## config.mk

```make
export PLATFORM = sky130hd
export DESIGN_NAME = uart_rx_param
export DESIGN_NICKNAME = d
export VERILOG_FILES = /design/src/rtl/uart_rx_param.sv
export SDC_FILE = /design/constraint.sdc
export NUM_CORES = 1
export LEC_CHECK = 0
export BUFFER_PORTS_ARGS = -buffer_cell sky130_fd_sc_hd__buf_4
export CAP_MARGIN = 5
export CORE_ASPECT_RATIO = 1.1
export CORE_MARGIN = 2
export CORE_UTILIZATION = 57
export DETAILED_ROUTE_END_ITERATION = 6
export PLACE_DENSITY_LB_ADDON = 0.12
export SLEW_MARGIN = 20
export SYNTH_ARGS = -nofsm -noshare
export SYNTH_HDL_FRONTEND = slang
export SYNTH_SLANG_ARGS = --single-unit
```

## constraint.sdc

```tcl
create_clock -name clk -period 2.5 [get_ports clk]
set_clock_uncertainty 0.05 [all_clocks]
set_input_delay 0 -clock clk [delete_from_list [all_inputs] [get_ports clk]]
set_output_delay 0 -clock clk [all_outputs]
set_load 0.02 [all_outputs]
```

## src/rtl/uart_rx_param.sv

```systemverilog
// uart_rx_param: oversampling UART receiver with parity, framing and overrun reporting.
// Words are held behind a valid/read handshake; errored frames are still delivered.
module uart_rx_param #(
    parameter int OVERSAMPLE = 20,
    parameter int DATA_BITS  = 8,
    parameter int PARITY_EN  = 1,
    parameter int PARITY_ODD = 0,
    parameter int STOP_BITS  = 1
) (
    input  logic                 clk,
    input  logic                 rst,
    input  logic                 rx,
    input  logic                 read,
    output logic [DATA_BITS-1:0] data,
    output logic                 valid,
    output logic                 parity_err,
    output logic                 frame_err,
    output logic                 overrun,
    output logic                 busy
);
    localparam int CW = $clog2(OVERSAMPLE);
    localparam logic [CW-1:0] HALF = CW'(OVERSAMPLE / 2 - 1);
    localparam logic [CW-1:0] LAST = CW'(OVERSAMPLE - 1);
    localparam logic [3:0] DLAST = 4'(DATA_BITS - 1);
    localparam logic [3:0] SLAST = 4'(STOP_BITS - 1);
    localparam bit PEN = PARITY_EN != 0;
    localparam bit PODD = PARITY_ODD != 0;

    typedef enum logic [2:0] {IDLE, START, DATA, PARITY, STOP} state_t;

    state_t               state;
    logic [CW-1:0]        cnt;
    logic [3:0]           idx;
    logic [DATA_BITS-1:0] shreg;
    logic                 sync, rx_s, rx_prev, par_bit, ferr, tick;

    assign tick = cnt == LAST;
    assign busy = state != IDLE;

    always_ff @(posedge clk) begin
        if (rst) begin
            state <= IDLE;
            cnt <= '0;
            idx <= '0;
            shreg <= '0;
            par_bit <= 1'b0;
            ferr <= 1'b0;
            {sync, rx_s, rx_prev} <= 3'b111;
            data <= '0;
            valid <= 1'b0;
            parity_err <= 1'b0;
            frame_err <= 1'b0;
            overrun <= 1'b0;
        end else begin
            {sync, rx_s, rx_prev} <= {rx, sync, rx_s};
            cnt <= cnt + CW'(1);
            if (valid && read) begin
                valid <= 1'b0;
                overrun <= 1'b0;
            end
            case (state)
                IDLE: if (!rx_s && rx_prev) begin
                    state <= START;
                    cnt <= '0;
                end
                // a start bit that is high again at mid-bit was a glitch
                START: if (cnt == HALF) begin
                    cnt <= '0;
                    idx <= '0;
                    ferr <= 1'b0;
                    state <= rx_s ? IDLE : DATA;
                end
                DATA: if (tick) begin
                    cnt <= '0;
                    shreg <= {rx_s, shreg[DATA_BITS-1:1]};
                    idx <= (idx == DLAST) ? 4'd0 : idx + 4'd1;
                    if (idx == DLAST) state <= PEN ? PARITY : STOP;
                end
                PARITY: if (tick) begin
                    cnt <= '0;
                    par_bit <= rx_s;
                    state <= STOP;
                end
                STOP: if (tick) begin
                    cnt <= '0;
                    idx <= idx + 4'd1;
                    ferr <= ferr | !rx_s;
                    if (idx == SLAST) begin
                        state <= IDLE;
                        data <= shreg;
                        parity_err <= PEN & ((^shreg) ^ par_bit ^ PODD);
                        frame_err <= ferr | !rx_s;
                        valid <= 1'b1;
                        if (valid && !read) overrun <= 1'b1;
                    end
                end
                default: state <= IDLE;
            endcase
        end
    end
endmodule

```

After elaboration in Yosys (flattened, before gate mapping)
Cells that the tools add are included.
{ "op_classes": {"n_addsub": 2, "n_eq_ne": 14, "mux": 30, "n_bitwise": 2, "reduce_logical": 18} }
{ "ops": {"columns": ["cell", "n"], "rows": [
  ["2-to-1 mux 3 bit", 7],
  ["2-to-1 mux 4 bit", 4],
  ["2-to-1 mux 5 bit", 3],
  ["one-hot mux 3 bit (5 select lines)", 1],
  ["one-hot mux 5 bit (3 select lines)", 1],
  ["inequality test 2 bit, second input constant", 7],
  ["one-hot mux 4 bit (3 select lines)", 1],
  ["2-to-1 mux 1 bit", 11],
  ["parity 8 bit", 1],
  ["AND reduction 7 bit", 1],
  ["equality test 3 x 2 -> 1 bit, second input constant", 2],
  ["AND reduction 3 bit", 2],
  ["nonzero test 3 bit", 2],
  ["adder 5 x 1 -> 5 bit, second input constant", 1],
  ["equality test 5 x 4 -> 1 bit, second input constant", 1],
  ["equality test 5 bit, second input constant", 1],
  ["adder 4 x 1 -> 4 bit, second input constant", 1],
  ["equality test 4 x 3 -> 1 bit, second input constant", 1],
  ["zero test 4 bit", 1],
  ["AND reduction 2 bit", 2],
  ["AND reduction 4 bit", 1],
  ["equality test 3 x 1 -> 1 bit, second input constant", 1],
  ["equality test 3 bit, second input constant", 1],
  ["logical AND 1 bit", 3],
  ["8 further kinds", 9]
]} }
{ "totals": {"register_bits": 37, "input_bits": 4, "out_inout_bits": 13, "word_cells": 80} }

Logic depth before layout (Yosys ltp)
Gate-level depths: netlist of the first run.
{ "logic_depth": {"ltp_word": 6, "depth_mapped": 7, "mapped_depth_nobuf": 7} }

Worst setup path after synthesis of the first run
Ideal clock, no wire load.
{ "synth_path": {"path_type": "flip-flop to flip-flop", "from": "register cnt[0]", "to": "register idx[2]", "arrival_time_ps": 1612, "required_ps": 2318, "slack_ps": 705, "stages_incl_launch_ff": 8, "path_buffers": 1, "synth_period_minus_slack_ps": 1795, "path_cell_list": "dfxtp_1 -> ha_1 -> nand4bb_4 -> or3_1 -> buf_6 -> and3_4 -> o21ai_1 -> a21oi_1"} }
{ "synth_via": {"elab_chain_cells": 3, "word_cells_on_any_way": 6, "cone_classes": "eq/ne: 5; reduce/logical: 1"} }
{ "synth_lines": {"columns": ["element", "line", "rtl"], "rows": [
  ["from (decl)", "32", "logic [CW-1:0] cnt;"],
  ["from (signal assigned)", "56", "cnt <= cnt + CW'(1);"],
  ["equality test 5 x 4 -> 1 bit or equality test 5 bit (tied branches)", "67, 37", null],
  ["inequality test 2 bit (no source line)", null, null],
  ["AND reduction 4 bit (no source line) (*)", null, null],
  ["to (signal assigned)", "76", "idx <= (idx == DLAST) ? 4'd0 : idx + 4'd1;"],
  ["to (signal assigned)", "86", "idx <= idx + 4'd1;"],
  ["to (decl)", "33", "logic [3:0] idx;"]
]} }
Mark *: on every way between the ends. The rest lies on a longest branch, timed or not.
A chain may end at the register's enable or synchronous reset.

Worst setup path in the final report of the first run
Ends and elaborated chain as after synthesis.

==> flow_summary.json, run 1 <==
{
  "status": "finished clean",
  "multi_input_comb_area_um2": 883,
  "grt_usage_pct": 20.0,
  "antenna_cells": 0,
  "postCtsSetupBuffers": 0,
  "critPathBufInv": 0,
  "timing.final.crit_share_pct": 85.1,
  "powerDensity_nw_per_um2": 549,
  "critical_path.top_delay_family": "simple AND/OR/NAND/NOR gates",
  "nets": 213,
  "num_rows": 20,
  "ys_seq_elements": 37,
  "synth_fp_nets": 195,
  "cts_hold_buf": 3,
  "grt_pass1_wl_mm": 5.29,
  "hp-class": "in -> reg",
  "avgViaCountPerCell": 5.67,
  "ant_nets": 0,
  "critPathMaxStageDelay_ps": 600,
  "fmax_ghz": 0.470,
  "wirelength_mm": 3.20,
  "maxCapViolations": 0,
  "register_area_um2": 741,
  "worstSkewPairLatency_ps": 340,
  "numCtsBuffers": 5,
  "port_buffers": 16,
  "synth.distinct_cells": 38,
  "fin_crit_ps": 2130,
  "critPathLaunchType": "flip-flop",
  "setup_slack_ps": 373,
  "drt_first_pass_iters": 6,
  "setup_violations": 0,
  "final_cell_area_um2": 1890,
  "rsz0062_at_grt": "false",
  "chipWidth_um": 55.9,
  "syn_area_um2": 1690,
  "path_class": "reg -> reg",
  "die_h_um": 61.1,
  "synth_cells": 187,
  "endpoint_kind": "flip-flop",
  "synth_warnings": 0,
  "worstMarginPinSlew_ps": 505,
  "finalSetupTns_ps": 0,
  "drive_above_1_share_pct": 17.5,
  "vdd_drop_max_v": 0.000503,
  "drtIter0Drc": 63,
  "relSlewSlack_pct": 66.3,
  "dp_slack_ps": 412,
  "grt_pass1_vias": 1233,
  "synth_enable_flop_cells": 0,
  "h-tree-depth": 2,
  "seq_area_frac_synth_pct": 43.8,
  "cp.arrival_ps": 2310,
  "vias": 1354,
  "p_leak_nw": 0.768,
  "crit_slowest_cell": "or3_1",
  "ctsResizeCount": 0,
  "syn2layout_area_growth_pct": 11.5,
  "coreArea_um2": 2800,
  "cts_sinks": 37,
  "dieArea_um2": 3420,
  "crit_chain": "ha_1 -> nand4bb_4 -> or3_1 -> and3_4 -> o21ai_1 -> a21oi_1",
  "gp_congestion": 0.797,
  "placed_area_um2": 1800,
  "path_clk_slew_ps": 110,
  "overflow": 0,
  "hold_ws_ps": 350,
  "routedWlPerCell_um": 13.4,
  "cts_tree": "yes",
  "nFillCells": 238,
  "ys.flop_type": "dfxtp_1",
  "power_mw": 1.03,
  "clockBufferDepth": 2,
  "ctsRootBufferMaster": "clkbuf_4",
  "async_reset_ff_share_pct": 0,
  "grt_max_degree": 40,
  "slew_viol_final": 0,
  "cp.required_ps": 2680,
  "worstPathMaxFanout": 10,
  "syn_avg_cell_area_um2": 9.05,
  "hpwlAfterDp_mm": 2.23,
  "grt_antenna_before_repair": 0,
  "hold_viol": 0,
  "ioPinCount": 17,
  "initial_utilization_pct": 60.4,
  "post-route-drc-count": 0
}
## registers in the layout, summed over array words and instances (netlist names), named ones only
name        count
parity_err      1
shreg           8
rx_s            1
frame_err       1
par_bit         1
rx_prev         1
state           3
idx             4
cnt             5
sync            1
data            8
ferr            1
valid           1
## where the power goes
part	total, mW	switching (mW)	internal (mW)
logic	0.104	0.0574	0.0467
clock network	0.303	0.196	0.107
registers	0.627	0.0230	0.604
## cell usage after synthesis, types with 2 or more instances
master | number | area (um^2)
ha_1 | 4 | 50.1
nor2b_1 | 3 | 18.8
nand3_2 | 2 | 20.0
nand3_1 | 8 | 40.0
clkbuf_1 | 5 | 18.8
inv_1 | 5 | 18.8
nand2_1 | 20 | 75.1
and4bb_2 | 2 | 25.0
nor2_1 | 17 | 63.8
xnor2_1 | 6 | 52.6
o21ai_1 | 2 | 10.0
nor2_2 | 2 | 12.5
nor3_1 | 9 | 45.0
or2_2 | 3 | 18.8
dfxtp_1 | 37 | 741
buf_6 | 2 | 22.5
nand2b_1 | 5 | 31.3
or3_1 | 2 | 12.5
xor2_1 | 3 | 26.3
a21oi_1 | 23 | 115
mux2i_1 | 10 | 100
## worst register-to-register path, cell delays in order, from the launching register on
cell	delay, ps
dfxtp_1	410
ha_1	290
nand4bb_4	150
or3_1	600
and3_4	290
o21ai_1	140
a21oi_1	80
## through the flow
stage	util (%)	std cells
2_1_floorplan	-	187
3_3_place_gp	64.4	228
3_5_place_dp	64.4	228
4_1_cts	67.3	239
5_1_grt	67.3	239
6_report	67.3	239
## routing by layer
metal,track usage (%),vias to the layer above,share of wire (%)
met5,0,-,0
met4,9.18,0,1.5
met3,5.67,8,4.2
met2,37.1,29,52
met1,21.9,643,43
li1,-,674,-
## path summary, 6_finish.rpt
check / from / to / slack [ps] / cells after the start
min reg2reg: sync / rx_s / 370 / 1
max reg2reg: cnt[0] / idx[2] / 370 / 6
min: read / flip-flop / 350 / 3
max: cnt[0] / idx[2] / 370 / 6
## logic make-up (layout without fill, tap and decap cells)
family,Yosys count,count (layout),synth area share (%)
simple gates,80,80,26.1
flops,37,37,43.8
compound gates,32,32,10.6
buf+inv,13,32,3.99
mux,11,11,6.58
xor+xnor,10,10,5.99
fa+ha+maj,4,4,2.96
## layout make-up
class	count	area share, %
clock inverters	2	0.531
flip-flops and latches	37	39.3
clock buffers	6	2.19
inverters	5	0.995
repair buffers	19	7.96
well taps	33	2.19
multi-input cells	137	46.8
## layout by cell type, fill, tap and decap left out, types with 4 or more instances in the layout
cell and instances:
clkbuf_4 5, xnor2_1 6, a21oi_1 23, buf_4 16
mux2i_1 10, ha_1 4, nand2b_1 5, nand2_1 20
dfxtp_1 37, nor2_1 17, inv_1 5, nor3_1 9
nand3_1 8
Note: power is estimated with default switching activity, not from simulation.
==> run 2, diff against run 1 <==
==> constraint.sdc (replaced) <==
create_clock -name clk -period 2.5 [get_ports clk]
set_clock_uncertainty 0.05 [all_clocks]
set_input_delay 0.5 -clock clk [delete_from_list [all_inputs] [get_ports clk]]
set_output_delay 0.5 -clock clk [all_outputs]
set_load 0.02 [all_outputs]
==> run 2 against run 1 <==
Against the previous run: worst setup slack better by 17 ps; routed wire length shrank 1.5%; critical path depth stayed put.
==> flow_summary.json, run 2 (synthesized netlist as in run 1, its figures left out) <==
{
  "hp-class": "in -> reg",
  "path_class": "reg -> reg",
  "ant_nets": 0,
  "ctsResizeCount": 0,
  "drt_first_pass_iters": 5,
  "maxCapViolations": 0,
  "reg_top3": "data x8, shreg x8, cnt x5",
  "crit_chain": "ha_1 -> nand4bb_4 -> or3_1 -> and3_4 -> o21ai_1 -> a21oi_1",
  "num_rows": 20,
  "vdd_drop_max_v": 0.000501,
  "hpwlAfterDp_mm": 2.23,
  "dieArea_um2": 3420,
  "rrSetupSlack_ps": 390,
  "cts_sinks": 37,
  "cp.arrival_ps": 2290,
  "worstPathMaxFanout": 10,
  "fin_util_pct": 66.2,
  "worstSkewPairLatency_ps": 340,
  "critPathLaunchType": "flip-flop",
  "grt_max_degree": 40,
  "p_leak_nw": 0.755,
  "clockBufferDepth": 2,
  "crit_slowest_cell": "or3_1",
  "layout_commonest_cell": "dfxtp_1",
  "ctsRootBufferMaster": "clkbuf_4",
  "dp_slack_ps": 412,
  "startpoint": "cnt[0]",
  "numCtsBuffers": 5,
  "fmax_ghz": 0.474,
  "finalSetupTns_ps": 0,
  "setup_slack_ps": 390,
  "drive_above_1_share_pct": 17.7,
  "critPathMaxStageDelay_ps": 600,
  "drtIter0Drc": 60,
  "initial_utilization_pct": 60.4,
  "antenna_cells": 0,
  "placed_area_um2": 1800,
  "setup_violations": 0,
  "gp_congestion": 0.797,
  "postCtsSetupBuffers": 0,
  "port_buffers": 16,
  "cts_hold_buf": 0,
  "status": "finished clean",
  "slew_viol_final": 0,
  "avgViaCountPerCell": 5.64,
  "fin_crit_ps": 2110,
  "hold_ws_ps": 289,
  "coreArea_um2": 2800,
  "rsz0062_at_grt": "false",
  "chipWidth_um": 55.9,
  "worstMarginPinSlew_ps": 505,
  "routedWlPerCell_um": 13.4,
  "h-tree-depth": 2,
  "grt_pass1_vias": 1200,
  "holdPathStages": 2,
  "post-route-drc-count": 0,
  "timing.final.crit_share_pct": 84.4,
  "overflow": 0,
  "reg2reg_depth": 6,
  "placedCellCount": 228,
  "grt_usage_pct": 19.9,
  "critPathCapture": "idx[2]",
  "grt_antenna_before_repair": 0,
  "vias": 1332,
  "ioPinCount": 17,
  "power_mw": 1.03,
  "final_cell_mix": "dfxtp_1 (37), a21oi_1 (23), nand2_1 (20), nor2_1 (17), buf_4 (16)",
  "powerDensity_nw_per_um2": 554,
  "endpoint_kind": "flip-flop",
  "hold_viol": 0,
  "syn2layout_area_growth_pct": 9.69,
  "path_clk_slew_ps": 110,
  "fin_cells": 236,
  "relSlewSlack_pct": 66.4,
  "grt_pass1_wl_mm": 5.24,
  "regToRegEndpoint": "idx[2]",
  "r2r-start": "cnt[0]",
  "die_h_um": 61.1,
  "cts_tree": "yes",
  "wirelength_mm": 3.15,
  "nets": 210,
  "cp.required_ps": 2680,
  "final_cell_area_um2": 1860
}
-- run 2: cell count changes in the layout (fill, tap and decap cells not counted), sizes merged --
| cell | change |
|---|---|
| dlygate4sd3 | -3 |
-- run 2: final cells by class --
class	count	area, um^2
fillers	237	947
multi-input cells	137	883
flip-flops and latches	37	741
repair buffers	16	120
clock buffers	6	41.3
well taps	33	41.3
inverters	5	18.8
clock inverters	2	10.0
-- run 2: worst max-delay path, delay by kind of cell, from the launching register on --
family,cells,cell delay (ps)
compound gates,2,210
simple gates,3,1040
fa+ha+maj,1,290
flops,1,410
-- run 2: how the worst min path moves through the flow --
stage | startpoint | end | slack (ps)
final | rx | sync | 290
after global routing | rx | sync | 280
after CTS | rx | sync | 280
after detailed placement | sync | rx_s | 350
after global placement | sync | rx_s | 340
after floorplan | sync | rx_s | 340
-- run 2: metal layers --
metal	wire [um]	track usage [%]	up-vias
met3	126	5.67	8
met5	0	0	-
met2	1620	36.7	27
met1	1360	22.0	629
met4	48	8.50	0
li1	-	-	668
-- run 2: power breakdown --
group          internal (mW)  switching, mW  total [mW]
clock                  0.107          0.194       0.301
sequential             0.604         0.0228       0.627
combinational         0.0436         0.0564       0.100
total                  0.755          0.273        1.03
==> run 3, diff against run 2 <==
==> constraint.sdc (replaced) <==
create_clock -name clk -period 1.95 [get_ports clk]
set_clock_uncertainty 0.05 [all_clocks]
set_input_delay 0.39 -clock clk [delete_from_list [all_inputs] [get_ports clk]]
set_output_delay 0.39 -clock clk [all_outputs]
set_load 0.02 [all_outputs]
==> run 3 against run 2 <==
Against the previous run: sequential share of layout area decreased by 1.8 points; via count increased by 2.3%; non-clock buffer count increased by 7; clock power increased by 56%; cell count increased by 3.0%; sequential power increased by 26%; count of clock-buffer cells in the layout increased by 1; combinational power increased by 53%; die area unchanged; routed wire length increased by 5.1%; worst setup slack got worse by 330 ps; power increased by 38%; critical endpoint is now busy; largest power group unchanged; highest routed layer unchanged.
==> flow_summary.json, run 3 (synthesized netlist as in run 1, its figures left out) <==
{
  "wl_met3_um": 130,
  "cts_tree": "yes",
  "path_clk_slew_ps": 120,
  "ioPinCount": 17,
  "timing.final.crit_share_pct": 96.9,
  "postCtsSetupBuffers": 0,
  "nets": 217,
  "overflow": 0,
  "numCtsBuffers": 5,
  "chipWidth_um": 55.9,
  "port_buffers": 16,
  "hpwlAfterDp_mm": 2.29,
  "layout_commonest_cell": "dfxtp_1",
  "grt_pass1_vias": 1275,
  "grt_usage_pct": 20.6,
  "gp_congestion": 0.786,
  "hold_viol": 0,
  "placedCellCount": 235,
  "highest_layer": "met4",
  "powerDensity_nw_per_um2": 728,
  "vdd_drop_max_v": 0.000618,
  "clockBufferDepth": 2,
  "placed_area_um2": 1860,
  "setup_violations": 0,
  "cts_sinks": 37,
  "wl_met2_mm": 1.62,
  "cp.arrival_ps": 1450,
  "num_rows": 20,
  "wirelength_mm": 3.31,
  "drt_first_pass_iters": 4,
  "cp.required_ps": 1510,
  "status": "finished clean",
  "grt_antenna_before_repair": 0,
  "drive_above_1_share_pct": 23.3,
  "ctsRootBufferMaster": "clkbuf_4",
  "worstMarginPinSlew_ps": 385,
  "finalSetupTns_ps": 0,
  "grt_pass1_wl_mm": 5.38,
  "syn2layout_area_growth_pct": 14.9,
  "reg_top3": "data x8, shreg x8, cnt x5",
  "worstSkewPairLatency_ps": 350,
  "hp-class": "in -> reg",
  "die_h_um": 61.1,
  "slew_viol_final": 0,
  "final_cell_area_um2": 1940,
  "rrSetupSlack_ps": 100,
  "fin_cells": 243,
  "worstPathMaxFanout": 9,
  "maxCapViolations": 0,
  "avgViaCountPerCell": 5.60,
  "fin_crit_ps": 1890,
  "power_mw": 1.42,
  "vias": 1362,
  "ant_nets": 0,
  "critPathLaunchType": "flip-flop",
  "final_cell_mix": "dfxtp_1 (36), a21oi_1 (23), buf_4 (23), nand2_1 (20), nor2_1 (17)",
  "initial_utilization_pct": 60.4,
  "relSlewSlack_pct": 74.3,
  "fmax_ghz": 0.529,
  "endpoint_kind": "output port",
  "routedWlPerCell_um": 13.6,
  "coreArea_um2": 2800,
  "wl_met1_mm": 1.49,
  "antenna_cells": 0,
  "p_leak_nw": 0.802,
  "h-tree-depth": 2,
  "hold_ws_ps": 159,
  "path_class": "reg -> out",
  "grt_max_degree": 40,
  "dieArea_um2": 3420,
  "post-route-drc-count": 0,
  "drtIter0Drc": 57
}
## run 3: worst paths after layout
check,startpoint,endpoint,cells after the start
worst min-delay path,read,flip-flop,2
worst max register to register,cnt[1],state[1],7
worst min register to register,sync,rx_s,1
worst max-delay path,state[2],busy,3
## run 3: per-layer routing
layer,global-route usage (%),vias up
li1,-,683
met1,22.9,639
met2,37.8,32
met3,5.67,8
met4,9.86,0
met5,0,-
## run 3: worst max-delay path: stages, from the launching register on
cell and delay (ps):
dfxtp_1 330, buf_4 160, or3_1 430, buf_4 180
## run 3: cell type report
| cell class | count | area [um^2] |
|---|---|---|
| clock buffer | 7 | 65.1 |
| clock inverter | 1 | 5.00 |
| fill | 224 | 858 |
| inverter | 5 | 18.8 |
| multi-input combinational | 137 | 900 |
| sequential | 37 | 742 |
| tap | 33 | 41.3 |
| timing repair buffer | 23 | 173 |
## run 3: power by group
part	internal, mW	switching (mW)	total (mW)
Sequential	0.776	0.0172	0.793
Combinational	0.0645	0.0888	0.153
Clock	0.209	0.261	0.470
Total	1.05	0.367	1.42
## run 3: repair_timing
| action | 4_1_cts | 5_1_grt |
|---|---|---|
| hold buffers | 0 | 0 |
| hold endpoints to repair | 0 | 0 |
| setup endpoints to repair | 0 | 12 |
| resized for setup | 0 | 5 |
## run 3: stage by stage
stage | utilization, % | setup slack, ps
after detailed placement | 66.3 | 56.0
final | 69.4 | 60.1
after global routing | 69.4 | -15.0
after global placement | 66.3 | 150
after floorplan | - | 155
after CTS | 68.8 | 39.7
